**config.mk**
```make
export PLATFORM = sky130hd
export DESIGN_NAME = ghost_row_renderer
export DESIGN_NICKNAME = d
export VERILOG_FILES = /design/src/rtl/ghost_pkg.sv /design/src/rtl/ghost_row_shifter.sv /design/src/rtl/ghost_row_renderer.sv
export SDC_FILE = /design/constraint.sdc
export NUM_CORES = 1
export LEC_CHECK = 0
export BUFFER_PORTS_ARGS = -buffer_cell sky130_fd_sc_hd__clkbuf_2
export CAP_MARGIN = 20
export CORE_UTILIZATION = 42
export CTS_CLUSTER_DIAMETER = 200
export DETAILED_ROUTE_END_ITERATION = 6
export PLACE_DENSITY = 0.71
export SLEW_MARGIN = 20
export SYNTH_ARGS = -nofsm -noshare
export SYNTH_HDL_FRONTEND = slang
export SYNTH_SLANG_ARGS = --single-unit
```
**constraint.sdc**
```tcl
create_clock -name Clk -period 2.65 [get_ports Clk]
set_clock_uncertainty 0.15 [all_clocks]
set_input_delay 0.53 -clock Clk [delete_from_list [all_inputs] [get_ports Clk]]
set_output_delay 0.53 -clock Clk [all_outputs]
set_load 0.005 [all_outputs]
```
**src/rtl/ghost_pkg.sv**
```systemverilog
// Shared types and constants for the ghost sprite row renderer.
package ghost_pkg;

    localparam int SPRITE_W = 32;
    localparam int SPRITE_H = 32;
    localparam int SCREEN_W = 640;
    localparam int ROM_AW   = 8;

    localparam logic [1:0] GHOST_NORMAL = 2'd0;
    localparam logic [1:0] GHOST_FRIGHT = 2'd1;

    typedef enum logic [2:0] {
        ST_IDLE,
        ST_FETCH,
        ST_CAPTURE,
        ST_ARMED,
        ST_ACTIVE
    } ghost_state_t;

endpackage

```
**src/rtl/ghost_row_shifter.sv**
```systemverilog
// Holds one sprite row, optionally mirrored at load, and walks it MSB-first.
module ghost_row_shifter #(
    parameter int W = 32
) (
    input  logic         clk,
    input  logic         rst_n,
    input  logic         clear,
    input  logic         load,
    input  logic         mirror,
    input  logic [W-1:0] data_in,
    input  logic         shift,
    output logic         bit_out,
    output logic         last
);
    localparam int CW = $clog2(W);

    logic [W-1:0]  row_q;
    logic [W-1:0]  mirrored;
    logic [CW-1:0] cnt_q;

    // Bit-reversed copy of the incoming ROM word for left-facing sprites.
    always_comb begin
        mirrored = '0;
        for (int i = 0; i < W; i++) begin
            mirrored[i] = data_in[W-1-i];
        end
    end

    // Row register and column counter; the leftmost pixel is always bit W-1.
    always_ff @(posedge clk or negedge rst_n) begin
        if (!rst_n) begin
            row_q <= '0;
            cnt_q <= '0;
        end else if (clear) begin
            row_q <= '0;
            cnt_q <= '0;
        end else if (load) begin
            row_q <= mirror ? mirrored : data_in;
            cnt_q <= '0;
        end else if (shift) begin
            row_q <= {row_q[W-2:0], 1'b0};
            cnt_q <= cnt_q + CW'(1);
        end
    end

    assign bit_out = row_q[W-1];
    assign last    = (cnt_q == CW'(W - 1));

endmodule

```
**src/rtl/ghost_row_renderer.sv**
```systemverilog
// Fetches one ghost sprite row per hblank and serialises it across the ghost's X span.
//
//   state    | meaning
//   ---------+-----------------------------------------------------------
//   IDLE     | nothing to draw on this line (or line already finished)
//   FETCH    | ROM read outstanding, waiting out the ROM latency
//   CAPTURE  | ROM word valid; latch it (mirrored if facing left)
//   ARMED    | row latched, waiting for DrawX to hit the ghost's left edge
//   ACTIVE   | emitting one sprite column per pixel strobe
module ghost_row_renderer #(
    parameter int SPRITE_W = 32,
    parameter int SPRITE_H = 32,
    parameter int ROM_BASE = 0,
    parameter int ROM_LAT  = 0
) (
    input  logic                         Clk,
    input  logic                         Reset_n,
    input  logic                         pix_en,
    input  logic                         line_start,
    input  logic [9:0]                   next_y,
    input  logic [9:0]                   DrawX,
    input  logic [9:0]                   ghost_x,
    input  logic [9:0]                   ghost_y,
    input  logic                         facing_left,
    input  logic                         frightened,
    output logic [ghost_pkg::ROM_AW-1:0] rom_addr,
    output logic                         rom_rd,
    input  logic [SPRITE_W-1:0]          rom_data,
    output logic                         ghost_on,
    output logic [1:0]                   ghost_color,
    output logic                         busy
);
    import ghost_pkg::*;

    // A zero-latency ROM still gets one FETCH cycle so CAPTURE sees settled data.
    localparam int         FETCH_CYC  = (ROM_LAT == 0) ? 1 : ROM_LAT;
    localparam logic [1:0] FETCH_LOAD = 2'(FETCH_CYC - 1);
    localparam int         ROW_AW     = $clog2(SPRITE_H);

    ghost_state_t state_q, state_nx;

    logic [9:0]        gx_q;
    logic              fl_q;
    logic              fr_q;
    logic [1:0]        fcnt_q;

    logic signed [10:0] row_s;
    logic               row_hit;
    logic [ROM_AW-1:0]  rom_row;

    logic fetch_go;
    logic clr_row;
    logic load_row;
    logic shift_row;
    logic emit;
    logic blank;
    logic row_bit;
    logic row_last;

    // Sprite row for the upcoming scanline; negative means the ghost starts lower.
    assign row_s   = $signed({1'b0, next_y}) - $signed({1'b0, ghost_y});
    assign row_hit = !row_s[10] && (row_s[9:0] < 10'(SPRITE_H));
    assign rom_row = ROM_AW'(ROM_BASE) + ROM_AW'(row_s[ROW_AW-1:0]);

    // State register.
    always_ff @(posedge Clk or negedge Reset_n) begin
        if (!Reset_n) begin
            state_q <= ST_IDLE;
        end else begin
            state_q <= state_nx;
        end
    end

    // Next-state and per-cycle control strobes; line_start overrides everything.
    always_comb begin
        state_nx  = state_q;
        fetch_go  = 1'b0;
        clr_row   = 1'b0;
        load_row  = 1'b0;
        shift_row = 1'b0;
        emit      = 1'b0;
        if (line_start) begin
            if (row_hit) begin
                fetch_go = 1'b1;
                state_nx = ST_FETCH;
            end else begin
                clr_row  = 1'b1;
                state_nx = ST_IDLE;
            end
        end else begin
            unique case (state_q)
                ST_IDLE: begin
                    state_nx = ST_IDLE;
                end
                ST_FETCH: begin
                    if (fcnt_q == 2'd0) begin
                        state_nx = ST_CAPTURE;
                    end
                end
                ST_CAPTURE: begin
                    load_row = 1'b1;
                    state_nx = ST_ARMED;
                end
                ST_ARMED: begin
                    // The matching strobe already carries column 0.
                    if (pix_en && (DrawX == gx_q)) begin
                        emit      = 1'b1;
                        shift_row = 1'b1;
                        state_nx  = ST_ACTIVE;
                    end
                end
                ST_ACTIVE: begin
                    if (pix_en) begin
                        emit      = 1'b1;
                        shift_row = 1'b1;
                        if (row_last) begin
                            state_nx = ST_IDLE;
                        end
                    end
                end
                default: begin
                    state_nx = ST_IDLE;
                end
            endcase
        end
    end

    // Any strobe that does not emit a sprite column, and every line_start, blanks the pixel.
    assign blank = line_start || (pix_en && !emit);

    // Line parameters, ROM handshake and registered pixel outputs.
    always_ff @(posedge Clk or negedge Reset_n) begin
        if (!Reset_n) begin
            gx_q        <= '0;
            fl_q        <= 1'b0;
            fr_q        <= 1'b0;
            fcnt_q      <= '0;
            rom_addr    <= '0;
            rom_rd      <= 1'b0;
            ghost_on    <= 1'b0;
            ghost_color <= GHOST_NORMAL;
        end else begin
            if (line_start) begin
                gx_q <= ghost_x;
                fl_q <= facing_left;
                fr_q <= frightened;
            end

            if (fetch_go) begin
                rom_addr <= rom_row;
                rom_rd   <= 1'b1;
                fcnt_q   <= FETCH_LOAD;
            end else if (line_start) begin
                rom_rd <= 1'b0;
            end else if (state_q == ST_FETCH) begin
                if (fcnt_q == 2'd0) begin
                    rom_rd <= 1'b0;
                end else begin
                    fcnt_q <= fcnt_q - 2'd1;
                end
            end

            if (emit) begin
                ghost_on    <= row_bit;
                ghost_color <= fr_q ? GHOST_FRIGHT : GHOST_NORMAL;
            end else if (blank) begin
                ghost_on <= 1'b0;
            end
        end
    end

    ghost_row_shifter #(
        .W (SPRITE_W)
    ) u_shifter (
        .clk     (Clk),
        .rst_n   (Reset_n),
        .clear   (clr_row),
        .load    (load_row),
        .mirror  (fl_q),
        .data_in (rom_data),
        .shift   (shift_row),
        .bit_out (row_bit),
        .last    (row_last)
    );

    assign busy = (state_q != ST_IDLE);

endmodule

```
==> results.cfg <==
[floorplanning]
rows = 36
core_um2 = 9770
pin_count = 91
dieWidth_um = 102
initial_utilization_pct = 43.3
die_height_um = 102
die-area_um2 = 10500

[routing]
drc = 0
viasPerCell = 5.39
first_iter_violations = 195
route.top_layer_used = met4
antenna_left = 0
wl_per_cell_um = 15.8
dr_wl_met3_um = 458
drtPass1Iterations = 4
wl_met2_um = 5280
routed_wl_um = 10300
num_vias = 3492
met1_length_um = 4170

[critical_path]
crit_top_cell = a2111oi_4
r2r_cells = 7
worstPathCellList = buf_8, clkinv_4, ha_4, a21o_1, a31oi_2, a21oi_2, or4b_4, a2111oi_4, buf_4, a21boi_4, buf_12, a2111oi_4
crit_family = compound AO/OA/AOI/OAI gates
crit_arrival_ns = 2.94
timing.rr.end = u_shifter.row_q[7]$_DFFE_PN0P_
crit_path_max_fanout = 5
cp.required_ns = 2.74
r2r-start = gx_q[9]$_DFFE_PN0P_
setup.worst_path.class = in -> reg
crit_path_max_incr_delay_ns = 0.53
end_kind = flop
cp-start-kind = primary input
r2r_slack_ns = 0.25
crit_buf_inv = 4
slowest_stage = or4b_4

[outcome]
violations = setup timing
status = complete, but fails checks

[synth]
avgSynthCellArea_um2 = 10.4
synthCells = 405
yosysSeqAreaShare_pct = 36.7
yosys_warnings = 0
synth_edf_count = 0
yosysUniqueCellTypes = 45
syn-cell-area_um2 = 4230
synth-async-reset-ratio_pct = 100
ys.flop_type = dfrtp_1
ys_ff_latch = 62

[finish]
area_delta_synth_final_pct = 33.7
layout.nets = 601
final_util_pct = 57.8
layout-drive-gt1-share_pct = 42.6
layout_commonest_cell = clkbuf_2
n_fill_cell = 809
fin_cells = 648
final_cell_mix = 83 x clkbuf_2, 61 x dfrtp_1, 35 x nor2_1

[timing]
whs_ns = 0.0320
finalSetupViolCount = 45
tightest_slew_ns = 0.548
setup_tns_ns = -5.96
fmaxAchievable_ghz = 0.350
slew_headroom_pct = 63.5
drv_slew = 0
setup_ws_ns = -0.205
post-route-period-util_pct = 108
hold_viol = 0
rsz0062_at_grt = true
period_minus_slack_ns = 2.85

[clock_tree]
clk_latency_ns = 0.35
cts.clk_slew.worst_paths_ns = 0.08
tritoncts = built
numClockSinks = 62
numCtsBuffers = 9
ctsLongestPathBuffers = 2
cts_root_buffer = clkbuf_8
holdBufCountCts = 0
htreeDepth = 3

[placed_design]
dp_cells = 624
port_buffers = 86
place_congestion = 0.821
dp_hpwl_um = 6870
place_ws_ns = -0.524

[global_route]
grt-ovfl-total = 0
grt_pass1_wl_um = 16100
antenna_found_initial = 1
grt_start_max_net_pins = 65
track_usage_pct = 20.1
grt_pass1_vias = 3436

[run]
maxCapViolCount = 0

[pwr]
clkPwrFrac_pct = 27.9
switching_share_pct = 33.6
p_leak_nw = 2.23
switchingPower_w = 0.00103
pwr-share-comb_pct = 33.5
p_per_area_nw_per_um2 = 541
intPower_w = 0.00203
peakVddDrop_mv = 0.443
seqPwrFrac_pct = 38.6

[hold_path]
hp-class = in -> async
## timing repair
action                     CTS  global route
gates resized for setup     17            21
hold endpoints to repair     0             0
setup endpoints to repair   45            45
cloned                       0             3
pin swaps                    1             6
setup buffers                0             4
## cells by family after synthesis
kind of cell	after synthesis	share of synthesized area, %
DFF	62	36.7
buffers and inverters	53	6.27
xor gates and xnor gates	19	3.93
AOI/OAI and AO/OA	95	26.1
muxes	21	5.44
and+or+nand+nor	140	17.1
other	1	0.0886
adders and majority gates	14	4.32
## synth_stat cells (3+ instances only)
cell type / number / share of area, %
nand2_1: 16 / 1.4
o21a_1: 3 / 0.53
nand4_1: 5 / 0.74
xor2_1: 3 / 0.62
nor3_1: 36 / 4.3
buf_4: 4 / 0.71
ha_1: 13 / 3.8
xnor2_1: 16 / 3.3
o21ai_0: 10 / 1.2
a211oi_1: 32 / 5.7
mux2_2: 16 / 4.3
mux2i_1: 5 / 1.2
nor2b_1: 33 / 4.9
or3_1: 3 / 0.44
a2111oi_2: 6 / 2.1
inv_1: 18 / 1.6
a2111oi_4: 18 / 12
a2111oi_0: 7 / 1.4
nor4b_1: 3 / 0.62
nor2_1: 35 / 3.1
dfrtp_1: 62 / 37
buf_2: 3 / 0.35
a21oi_1: 8 / 0.95
buf_1: 4 / 0.35
clkbuf_1: 20 / 1.8
## worst register-to-register path, delay by kind of cell, from the launching register on
kind | cells | cell delay [ns]
buffers and inverters | 1 | 0.28
AO/OA/AOI/OAI | 2 | 0.62
AND/OR/NAND/NOR | 3 | 0.68
XOR/XNOR | 1 | 0.18
flip-flops | 1 | 0.40
## worst max path at each step
| stage | from | endpoint | slack, ns | cells past startpoint |
|---|---|---|---|---|
| after floorplan | next_y[4] | rom_addr[3]$_DFFE_PN0P_ | -0.40 | 9 |
| after global placement | ghost_y[1] | rom_addr[3]$_DFFE_PN0P_ | -0.47 | 11 |
| after detailed placement | ghost_y[1] | u_shifter.row_q[29]$_DFFE_PN0P_ | -0.52 | 12 |
| after CTS | ghost_y[4] | u_shifter.row_q[3]$_DFFE_PN0P_ | -0.08 | 12 |
| after global routing | ghost_y[4] | u_shifter.row_q[25]$_DFFE_PN0P_ | -0.30 | 12 |
| final | ghost_y[4] | u_shifter.row_q[25]$_DFFE_PN0P_ | -0.20 | 12 |
## flip-flops by register name (all words and copies together), names as in the netlist
register and cells:
ghost_color 1, fcnt_q 2, state_q 3, u_shifter.cnt_q 5, fr_q 1, rom_rd 1, fl_q 1, ghost_on 1
gx_q 10, u_shifter.row_q 32, rom_addr 5
## through the flow
step / power (W) / cell area (um^2)
global route: 0.00322 / 5650
floorplan: 0.00185 / 4390
CTS: 0.00302 / 5470
detailed placement: 0.00213 / 5140
global placement: 0.00209 / 5140
finish: 0.00306 / 5650
## per-layer routing
| metal | global-route usage, % | vias up |
|---|---|---|
| met3 | 6.50 | 27 |
| met4 | 8.90 | 0 |
| li1 | - | 1700 |
| met2 | 33.2 | 96 |
| met5 | 0 | - |
| met1 | 23.8 | 1669 |
## power groups by stage
stage | Clock (W) | Combinational (W) | Sequential, W
global route | 0.000900 | 0.00112 | 0.00120
detailed placement | 0 | 0.000938 | 0.00119
finish | 0.000853 | 0.00103 | 0.00118
global placement | 0 | 0.000906 | 0.00119
floorplan | 0 | 0.000697 | 0.00115
CTS | 0.000864 | 0.000979 | 0.00118
## cell type report
cell class / count / area (um^2) / area share, %
Timing Repair Buffer: 125 / 872 / 15.4
Inverter: 18 / 75.1 / 1.33
Tap cell: 133 / 166 / 2.94
Clock buffer: 11 / 141 / 2.50
Multi-Input combinational cell: 293 / 2790 / 49.3
Antenna cell: 1 / 2.50 / 0.0443
Sequential cell: 62 / 1550 / 27.5
Clock inverter: 5 / 58.8 / 1.04
(Power assumes the default switching activity.)
